`src/rtl/imem_ctrl_pkg.sv`:
```
// Shared definitions for the instruction-memory program controller:
// FSM state and command encodings, end-of-program marker and the address-width helper.
package imem_ctrl_pkg;

  typedef enum logic [1:0] {
    ST_IDLE = 2'd0,
    ST_LOAD = 2'd1,
    ST_RUN  = 2'd2,
    ST_STEP = 2'd3
  } ctrl_state_e;

  typedef enum logic [1:0] {
    CMD_STOP = 2'd0,
    CMD_LOAD = 2'd1,
    CMD_RUN  = 2'd2,
    CMD_STEP = 2'd3
  } ctrl_cmd_e;

  localparam logic [31:0] HALT_WORD_DEFAULT = 32'hFFFF_FFFF;

  // Same sizing rule as the instruction memory: counts significant bits of depth,
  // so a 2048-word memory yields 12.
  function automatic int clogb2(input int depth);
    int result;
    int remaining;
    result    = 0;
    remaining = depth;
    while (remaining > 0) begin
      result    = result + 1;
      remaining = remaining >> 1;
    end
    return result;
  endfunction

endpackage

```
`src/rtl/imem_program_controller_if.sv`:
```
// Debug byte stream and instruction-memory bus seen by the program controller.
// The master modport is the controller side; slave is the debug unit / memory side.
interface imem_program_controller_if #(
  parameter int NB_DATA = 32,
  parameter int NB_BYTE = 8,
  parameter int ADDR_W  = 12
);

  logic [NB_BYTE-1:0] rx_data;
  logic               rx_valid;
  logic               rx_ready;
  logic [ADDR_W-1:0]  mem_addr;
  logic [NB_DATA-1:0] mem_wdata;
  logic               mem_we;
  logic               mem_enable;

  modport master (
    input  rx_data,
    input  rx_valid,
    output rx_ready,
    output mem_addr,
    output mem_wdata,
    output mem_we,
    output mem_enable
  );

  modport slave (
    output rx_data,
    output rx_valid,
    input  rx_ready,
    input  mem_addr,
    input  mem_wdata,
    input  mem_we,
    input  mem_enable
  );

endinterface

```
`src/rtl/imem_word_assembler.sv`:
```
// Packs an MSB-first byte stream into NB_DATA words; o_word_valid pulses for one cycle
// after the last byte of a word is taken. i_flush drops any partially assembled word.
module imem_word_assembler #(
  parameter int NB_DATA = 32,
  parameter int NB_BYTE = 8
) (
  input  logic               i_clock,
  input  logic               i_reset,
  input  logic               i_flush,
  input  logic [NB_BYTE-1:0] i_byte,
  input  logic               i_byte_valid,
  output logic [NB_DATA-1:0] o_word,
  output logic               o_word_valid
);

  localparam int BYTES_PER_WORD = NB_DATA / NB_BYTE;
  localparam int CNT_W          = (BYTES_PER_WORD > 1) ? $clog2(BYTES_PER_WORD) : 1;
  localparam logic [CNT_W-1:0] LAST_BYTE = CNT_W'(BYTES_PER_WORD - 1);
  localparam logic [CNT_W-1:0] CNT_ONE   = CNT_W'(1);

  logic [NB_DATA-1:0] shift_reg;
  logic [NB_DATA-1:0] shift_next;
  logic [CNT_W-1:0]   byte_cnt;

  // Earlier bytes move toward the MSB as each new byte enters at the bottom.
  assign shift_next = (shift_reg << NB_BYTE) | NB_DATA'(i_byte);

  always_ff @(posedge i_clock) begin
    if (i_reset) begin
      shift_reg    <= '0;
      byte_cnt     <= '0;
      o_word       <= '0;
      o_word_valid <= 1'b0;
    end else begin
      o_word_valid <= 1'b0;
      if (i_flush) begin
        shift_reg <= '0;
        byte_cnt  <= '0;
      end else if (i_byte_valid) begin
        if (byte_cnt == LAST_BYTE) begin
          shift_reg    <= '0;
          byte_cnt     <= '0;
          o_word       <= shift_next;
          o_word_valid <= 1'b1;
        end else begin
          shift_reg <= shift_next;
          byte_cnt  <= byte_cnt + CNT_ONE;
        end
      end
    end
  end

endmodule

```
`src/rtl/imem_program_controller.sv`:
```
// Arbitrates the instruction memory between the debug loader (LOAD) and the CPU fetch
// path (RUN / STEP), and drives the pipeline global enable.
module imem_program_controller
  import imem_ctrl_pkg::*;
#(
  parameter int                 NB_DATA            = 32,
  parameter int                 NB_BYTE            = 8,
  parameter int                 N_ADDR             = 2048,
  parameter int                 LOG2_N_INSMEM_ADDR = clogb2(N_ADDR),
  parameter logic [NB_DATA-1:0] HALT_WORD          = NB_DATA'(HALT_WORD_DEFAULT)
) (
  input  logic                          i_clock,
  input  logic                          i_reset,
  input  logic [1:0]                    i_cmd,
  input  logic                          i_cmd_valid,
  input  logic [LOG2_N_INSMEM_ADDR-1:0] i_fetch_addr,
  input  logic                          i_cpu_halted,
  imem_program_controller_if.master     bus,
  output logic                          o_cpu_enable,
  output logic                          o_loaded,
  output logic                          o_load_done,
  output logic [LOG2_N_INSMEM_ADDR:0]   o_word_count,
  output logic [1:0]                    o_state
);

  localparam int AW = LOG2_N_INSMEM_ADDR;
  localparam logic [AW-1:0] LAST_ADDR = AW'(N_ADDR - 1);
  localparam logic [AW-1:0] PTR_ONE   = AW'(1);
  localparam logic [AW:0]   COUNT_MAX = (AW + 1)'(N_ADDR);
  localparam logic [AW:0]   COUNT_ONE = (AW + 1)'(1);

  ctrl_state_e        state;
  ctrl_state_e        state_d;
  ctrl_cmd_e          cmd;
  logic [AW-1:0]      wr_ptr;
  logic [AW-1:0]      wr_ptr_d;
  logic [AW:0]        word_count;
  logic [AW:0]        word_count_d;
  logic               loaded;
  logic               loaded_d;
  logic               load_done;
  logic               load_done_d;
  logic               enable_q;
  logic               stop_req;
  logic               load_ending;
  logic               rx_fire;
  logic               asm_flush;
  logic [NB_DATA-1:0] asm_word;
  logic               asm_valid;

  assign cmd      = ctrl_cmd_e'(i_cmd);
  assign stop_req = i_cmd_valid && (cmd == CMD_STOP);

  // The write cycle of the final word must not take another byte, so ready drops
  // as soon as the word being written is known to end the load.
  assign load_ending  = asm_valid && ((asm_word == HALT_WORD) || (wr_ptr == LAST_ADDR));
  assign bus.rx_ready = (state == ST_LOAD) && !load_ending && !i_reset;
  assign rx_fire      = bus.rx_valid && bus.rx_ready;
  assign asm_flush    = (state_d != ST_LOAD);

  imem_word_assembler #(
    .NB_DATA (NB_DATA),
    .NB_BYTE (NB_BYTE)
  ) u_word_assembler (
    .i_clock      (i_clock),
    .i_reset      (i_reset),
    .i_flush      (asm_flush),
    .i_byte       (bus.rx_data),
    .i_byte_valid (rx_fire),
    .o_word       (asm_word),
    .o_word_valid (asm_valid)
  );

  always_comb begin
    state_d      = state;
    wr_ptr_d     = wr_ptr;
    word_count_d = word_count;
    loaded_d     = loaded;
    load_done_d  = 1'b0;
    unique case (state)
      ST_IDLE: begin
        if (i_cmd_valid) begin
          unique case (cmd)
            CMD_LOAD: begin
              state_d      = ST_LOAD;
              wr_ptr_d     = '0;
              word_count_d = '0;
              loaded_d     = 1'b0;
            end
            CMD_RUN:  if (loaded) state_d = ST_RUN;
            CMD_STEP: if (loaded) state_d = ST_STEP;
            default:  state_d = ST_IDLE;
          endcase
        end
      end
      ST_LOAD: begin
        // The pointer parks on the last address instead of wrapping.
        if (asm_valid) begin
          if (word_count != COUNT_MAX) word_count_d = word_count + COUNT_ONE;
          if (wr_ptr != LAST_ADDR)     wr_ptr_d     = wr_ptr + PTR_ONE;
        end
        if (stop_req) begin
          state_d  = ST_IDLE;
          loaded_d = 1'b0;
        end else if (load_ending) begin
          state_d     = ST_IDLE;
          loaded_d    = 1'b1;
          load_done_d = 1'b1;
        end
      end
      ST_RUN: begin
        if (stop_req || i_cpu_halted) state_d = ST_IDLE;
      end
      ST_STEP: begin
        state_d = ST_IDLE;
      end
      default: state_d = ST_IDLE;
    endcase
  end

  always_ff @(posedge i_clock) begin
    if (i_reset) begin
      state      <= ST_IDLE;
      wr_ptr     <= '0;
      word_count <= '0;
      loaded     <= 1'b0;
      load_done  <= 1'b0;
      enable_q   <= 1'b0;
    end else begin
      state      <= state_d;
      wr_ptr     <= wr_ptr_d;
      word_count <= word_count_d;
      loaded     <= loaded_d;
      load_done  <= load_done_d;
      enable_q   <= (state_d == ST_RUN) || (state_d == ST_STEP);
    end
  end

  assign bus.mem_addr   = (state == ST_LOAD) ? wr_ptr : i_fetch_addr;
  assign bus.mem_wdata  = asm_word;
  assign bus.mem_we     = asm_valid;
  assign bus.mem_enable = enable_q;
  assign o_cpu_enable   = enable_q;
  assign o_loaded       = loaded;
  assign o_load_done    = load_done;
  assign o_word_count   = word_count;
  assign o_state        = state;

endmodule

```
`src/flat_wrapper.sv`:
```
// flat-port wrapper written by rule: the top's interface ports become plain ports
module imem_program_controller_flat import imem_ctrl_pkg::*;
#(
  parameter int                 NB_DATA            = 32,
  parameter int                 NB_BYTE            = 8,
  parameter int                 N_ADDR             = 2048,
  parameter int                 LOG2_N_INSMEM_ADDR = clogb2(N_ADDR),
  parameter logic [NB_DATA-1:0] HALT_WORD          = NB_DATA'(HALT_WORD_DEFAULT)
)
  (i_clock, i_reset, i_cmd, i_cmd_valid, i_fetch_addr, i_cpu_halted, o_cpu_enable, o_loaded, o_load_done, o_word_count, o_state, bus_rx_data, bus_rx_valid, bus_rx_ready, bus_mem_addr, bus_mem_wdata, bus_mem_we, bus_mem_enable);
  imem_program_controller_if #(.NB_DATA(NB_DATA), .NB_BYTE(NB_BYTE), .ADDR_W((4))) bus_i ();
  input  logic i_clock;
  input  logic i_reset;
  input  logic [1:0] i_cmd;
  input  logic i_cmd_valid;
  input  logic [LOG2_N_INSMEM_ADDR-1:0] i_fetch_addr;
  input  logic i_cpu_halted;
  output logic o_cpu_enable;
  output logic o_loaded;
  output logic o_load_done;
  output logic [LOG2_N_INSMEM_ADDR:0] o_word_count;
  output logic [1:0] o_state;
  input wire logic [$bits(bus_i.rx_data)-1:0] bus_rx_data;
  input wire logic [$bits(bus_i.rx_valid)-1:0] bus_rx_valid;
  output wire logic [$bits(bus_i.rx_ready)-1:0] bus_rx_ready;
  output wire logic [$bits(bus_i.mem_addr)-1:0] bus_mem_addr;
  output wire logic [$bits(bus_i.mem_wdata)-1:0] bus_mem_wdata;
  output wire logic [$bits(bus_i.mem_we)-1:0] bus_mem_we;
  output wire logic [$bits(bus_i.mem_enable)-1:0] bus_mem_enable;
  assign bus_i.rx_data = bus_rx_data;
  assign bus_i.rx_valid = bus_rx_valid;
  assign bus_rx_ready = bus_i.rx_ready;
  assign bus_mem_addr = bus_i.mem_addr;
  assign bus_mem_wdata = bus_i.mem_wdata;
  assign bus_mem_we = bus_i.mem_we;
  assign bus_mem_enable = bus_i.mem_enable;
  imem_program_controller #(.NB_DATA(NB_DATA), .NB_BYTE(NB_BYTE), .N_ADDR(N_ADDR), .LOG2_N_INSMEM_ADDR(LOG2_N_INSMEM_ADDR), .HALT_WORD(HALT_WORD)) u_core (.i_clock(i_clock), .i_reset(i_reset), .i_cmd(i_cmd), .i_cmd_valid(i_cmd_valid), .i_fetch_addr(i_fetch_addr), .i_cpu_halted(i_cpu_halted), .bus(bus_i), .o_cpu_enable(o_cpu_enable), .o_loaded(o_loaded), .o_load_done(o_load_done), .o_word_count(o_word_count), .o_state(o_state));
endmodule
```
`config.mk`:
```
export PLATFORM = sky130hd
export DESIGN_NAME = imem_program_controller_flat
export DESIGN_NICKNAME = d
export VERILOG_FILES = /design/src/rtl/imem_ctrl_pkg.sv /design/src/rtl/imem_program_controller_if.sv /design/src/rtl/imem_word_assembler.sv /design/src/rtl/imem_program_controller.sv /design/src/flat_wrapper.sv
export SDC_FILE = /design/constraint.sdc
export NUM_CORES = 1
export LEC_CHECK = 0
export ABC_AREA = 1
export CORE_AREA = 2 2 98 100
export CTS_BUF_LIST = sky130_fd_sc_hd__clkbuf_4
export CTS_CLUSTER_DIAMETER = 120
export DETAILED_ROUTE_END_ITERATION = 8
export DIE_AREA = 0 0 100 102
export GPL_ROUTABILITY_DRIVEN = 0
export PLACE_DENSITY = 0.87
export SLEW_MARGIN = 20
export SYNTH_ARGS = -nofsm -noshare
export SYNTH_HDL_FRONTEND = slang
export SYNTH_SLANG_ARGS = --single-unit
```
`constraint.sdc`:
```
create_clock -name i_clock -period 3.7 [get_ports i_clock]
set_clock_uncertainty 0.2 [all_clocks]
set_input_delay 0.74 -clock i_clock [delete_from_list [all_inputs] [get_ports i_clock]]
set_output_delay 0.74 -clock i_clock [all_outputs]
set_load 0.005 [all_outputs]
```
==> out/summary.json <==
{
  "pwr": {
    "pwr-share-comb_pct": 6.9,
    "switching_fraction_of_total_power_pct": 25.08,
    "intPower_mw": 1.286,
    "pwr_density_cell_mw_per_mm2": 318.0,
    "power_frac_clock_pct": 36.9,
    "netSwitchingPower_mw": 0.4306,
    "p_leak_nw": 2.084,
    "power.ir.vdd_worst_mv": 0.1637,
    "power.sequential.fraction_pct": 56.2
  },
  "clock_network": {
    "worstSkewPairLatency_ns": 0.44,
    "clk_pin_slew_ns": 0.15,
    "cts_resized": 0,
    "post_cts_buffers": 0,
    "cts_hold_buffers": 0,
    "numCtsBuffers": 9,
    "cts.htree.levels": 3,
    "tritoncts_num_sinks": 89,
    "clockRootBuffer": "clkbuf_4",
    "cts_tree": "built",
    "clock_tree.buffer_depth": 2
  },
  "logic_synthesis": {
    "netlist_top_cells_area": "dfxtp_1 (40%), nor2_1 (13%), nand2_1 (12%)",
    "netlist_area_mm2": 0.004478,
    "sequential_to_total_area_share_from_yosys_stat_pct": 39.79,
    "synthDominantAreaCellType": "dfxtp_1",
    "avgSynthCellArea_um2": 6.953,
    "syn_nets": 675,
    "synth-async-reset-ratio_pct": 0,
    "yosys_warnings": 0,
    "flip_flop_and_latch_count_after_synthesis": 89,
    "synthDistinctLibCells": 35,
    "postSynthCellCount": 644,
    "synth.top_cell.area_share_pct": 39.79,
    "postSynth.topFlopCell": "dfxtp_1",
    "synth-edff-count": 0
  },
  "sta": {
    "worst_slew_pin_slew_ns": 0.5163,
    "final_hold_vios": 0,
    "finalMaxSlewViolations": 0,
    "slew_headroom_pct": 65.55,
    "holdWs_ns": 0.2864,
    "highest_clock_rate_mhz": 318.0,
    "setup_viol_count_final": 0,
    "post-route-min-period_ns": 3.144,
    "portion_of_the_clock_cycle_consumed_by_the_worst_path_in_the_final_layout_pct": 84.99,
    "tns_ns": 0,
    "rsz_0062_raised_after_global_routing": "false"
  },
  "setup_path": {
    "worst_setup_path_start_kind": "flip-flop",
    "r2r_cells": 11,
    "endpoint": "bus_rx_ready",
    "endpoint_kind": "output port",
    "worstReg2RegStart": "u_core.o_word_count[0]$_SDFFE_PP0P_",
    "cp-startpoint": "u_core.wr_ptr[0]$_SDFFE_PP0P_",
    "worstPathMaxFanout": 5,
    "rr_endpoint": "u_core.o_word_count[11]$_SDFFE_PP0P_",
    "critical_path_class": "reg -> out",
    "worst-endpoint-arrival_ns": 2.20,
    "required_ns": 2.76,
    "worst_r2r_setup_slack_ns": 1.33
  },
  "outcome": {
    "outcome": "finished clean"
  },
  "global_routing": {
    "grt_overflow": 0,
    "via_count_of_the_first_global_routing_pass": 4067,
    "grt_first_pass_wirelength_mm": 17.82,
    "globalRouteTotalUtil_pct": 21.40,
    "grt_antenna_before_repair": 0,
    "pin_count_of_the_biggest_net_entering_global_routing": 52
  },
  "route": {
    "final_antenna_net_count": 0,
    "via_count": 4273,
    "routed_wirelength_mm": 10.48,
    "drt_first_iter_violations": 215,
    "avgViaCountPerCell": 5.186,
    "route.detailed.wl_per_inst_um": 12.71,
    "remaining_drc_errors": 0,
    "drt_pre_antenna_iters": 5
  },
  "min_path": {
    "worstHoldPathType": "reg -> reg",
    "hold_depth": 2
  },
  "floorplanning": {
    "placementRows": 35,
    "io_pins": 84,
    "die-area_mm2": 0.01020,
    "dieHeight_um": 102,
    "die_w_um": 100,
    "core-area_mm2": 0.009109,
    "initial_utilization_pct": 49.16
  },
  "job": {
    "max-cap-violations": 0
  },
  "finish": {
    "area_growth_syn_to_layout_pct": 20.56,
    "finalNonFillerCells": 824,
    "layout-drive-gt1-share_pct": 10.52,
    "final.fill_count": 843,
    "largest_reg_flops": 32,
    "num_antenna_cells": 0,
    "final_net_count": 739
  },
  "placed_design": {
    "buffer_ports.inserted": 75,
    "placedCellCount": 808,
    "detailed_place_hpwl_mm": 7.525
  }
}
[synth_stat cells (2+ instances only)]
library cell	instances
nor2_1	151
nand2_1	138
dfxtp_1	89
inv_1	65
o21ai_0	31
nand3_2	30
a21oi_1	22
nand3_1	18
nor3_1	16
buf_2	9
nand4_1	9
buf_6	8
clkbuf_1	7
nor2_2	7
xor2_1	6
buf_4	4
ha_1	4
a211oi_1	3
nand2_2	3
nand2_4	3
nor4_1	3
clkinv_1	2
inv_2	2
o211ai_1	2
or2_2	2
[cells in the final DEF (no fill, tap or decap), types with 16 or more instances in the layout]
cell	synthesis	layout
nor2_1	151	151
nand2_1	138	138
dfxtp_1	89	89
clkdlybuf4s50_1	0	75
inv_1	65	65
o21ai_0	31	31
nand3_2	30	30
a21oi_1	22	22
nand3_1	18	18
nor3_1	16	16
[logic make-up (layout without fill, tap and decap cells)]
| kind of cell | after synthesis | after routing | synth area share, % |
|---|---|---|---|
| AO/OA/AOI/OAI | 63 | 63 | 7.851 |
| buffers and inverters | 98 | 167 | 10.14 |
| XOR/XNOR | 6 | 6 | 1.174 |
| flip-flops | 89 | 89 | 39.79 |
| AND/OR/NAND/NOR | 384 | 384 | 39.93 |
| adder cells (fa/ha/maj) | 4 | 4 | 1.118 |
[power by group through the flow]
stage / combinational [mW] / clock [mW] / sequential, mW
2_1_floorplan: 0.0786 / 0 / 0.984
3_3_place_gp: 0.115 / 0 / 0.985
3_5_place_dp: 0.118 / 0 / 0.985
4_1_cts: 0.119 / 0.641 / 0.964
5_1_grt: 0.131 / 0.688 / 0.965
6_report: 0.119 / 0.633 / 0.964
[metrics by stage]
step,total power [mW],cell area (um2),util [%],setup slack (ns)
floorplan,1.063,4478,-,1.409
global placement,1.100,5230,57.42,0.6011
detailed placement,1.103,5230,57.42,0.5903
CTS,1.725,5399,59.27,0.5606
global route,1.785,5399,59.27,0.4174
finish,1.717,5399,59.27,0.5555
[how the worst min path moves through the flow]
stage	from	slack (ns)	endpoint
floorplan	u_core.u_word_assembler.byte_cnt[1]$_SDFFE_PP0P_	0.24	u_core.u_word_assembler.byte_cnt[1]$_SDFFE_PP0P_
global placement	u_core.u_word_assembler.byte_cnt[1]$_SDFFE_PP0P_	0.25	u_core.u_word_assembler.byte_cnt[1]$_SDFFE_PP0P_
detailed placement	u_core.u_word_assembler.byte_cnt[1]$_SDFFE_PP0P_	0.26	u_core.u_word_assembler.byte_cnt[1]$_SDFFE_PP0P_
CTS	u_core.u_word_assembler.byte_cnt[1]$_SDFFE_PP0P_	0.28	u_core.u_word_assembler.byte_cnt[1]$_SDFFE_PP0P_
global route	u_core.u_word_assembler.byte_cnt[1]$_SDFFE_PP0P_	0.31	u_core.u_word_assembler.byte_cnt[1]$_SDFFE_PP0P_
finish	u_core.u_word_assembler.byte_cnt[1]$_SDFFE_PP0P_	0.29	u_core.u_word_assembler.byte_cnt[1]$_SDFFE_PP0P_
[layout make-up]
class | instances | area [um2] | share of cell area (%)
multi-input cells | 457 | 2247 | 41.62
repair buffers | 82 | 803.3 | 14.88
clock inverters | 7 | 101.3 | 1.877
inverters | 69 | 259.0 | 4.797
clock buffers | 9 | 67.56 | 1.251
flip-flops and latches | 89 | 1782 | 33.00
well taps | 111 | 138.9 | 2.572
[worst max-delay path, cell delays in order, from the launching register on]
cell	delay [ns]
dfxtp_1	0.40
ha_1	0.21
nand2_1	0.12
nor3_4	0.27
nand3_2	0.10
nand2_2	0.12
a21boi_0	0.10
clkdlybuf4s50_1	0.46
[per-layer routing]
metal / vias to the layer above / track usage, % / share of wire (%)
li1: 2151 / - / -
met1: 1942 / 25.46 / 42
met2: 152 / 38.93 / 49
met3: 28 / 3.215 / 5.9
met4: 0 / 8.535 / 2.5
met5: - / 0 / 0
(Power assumes the default switching activity.)
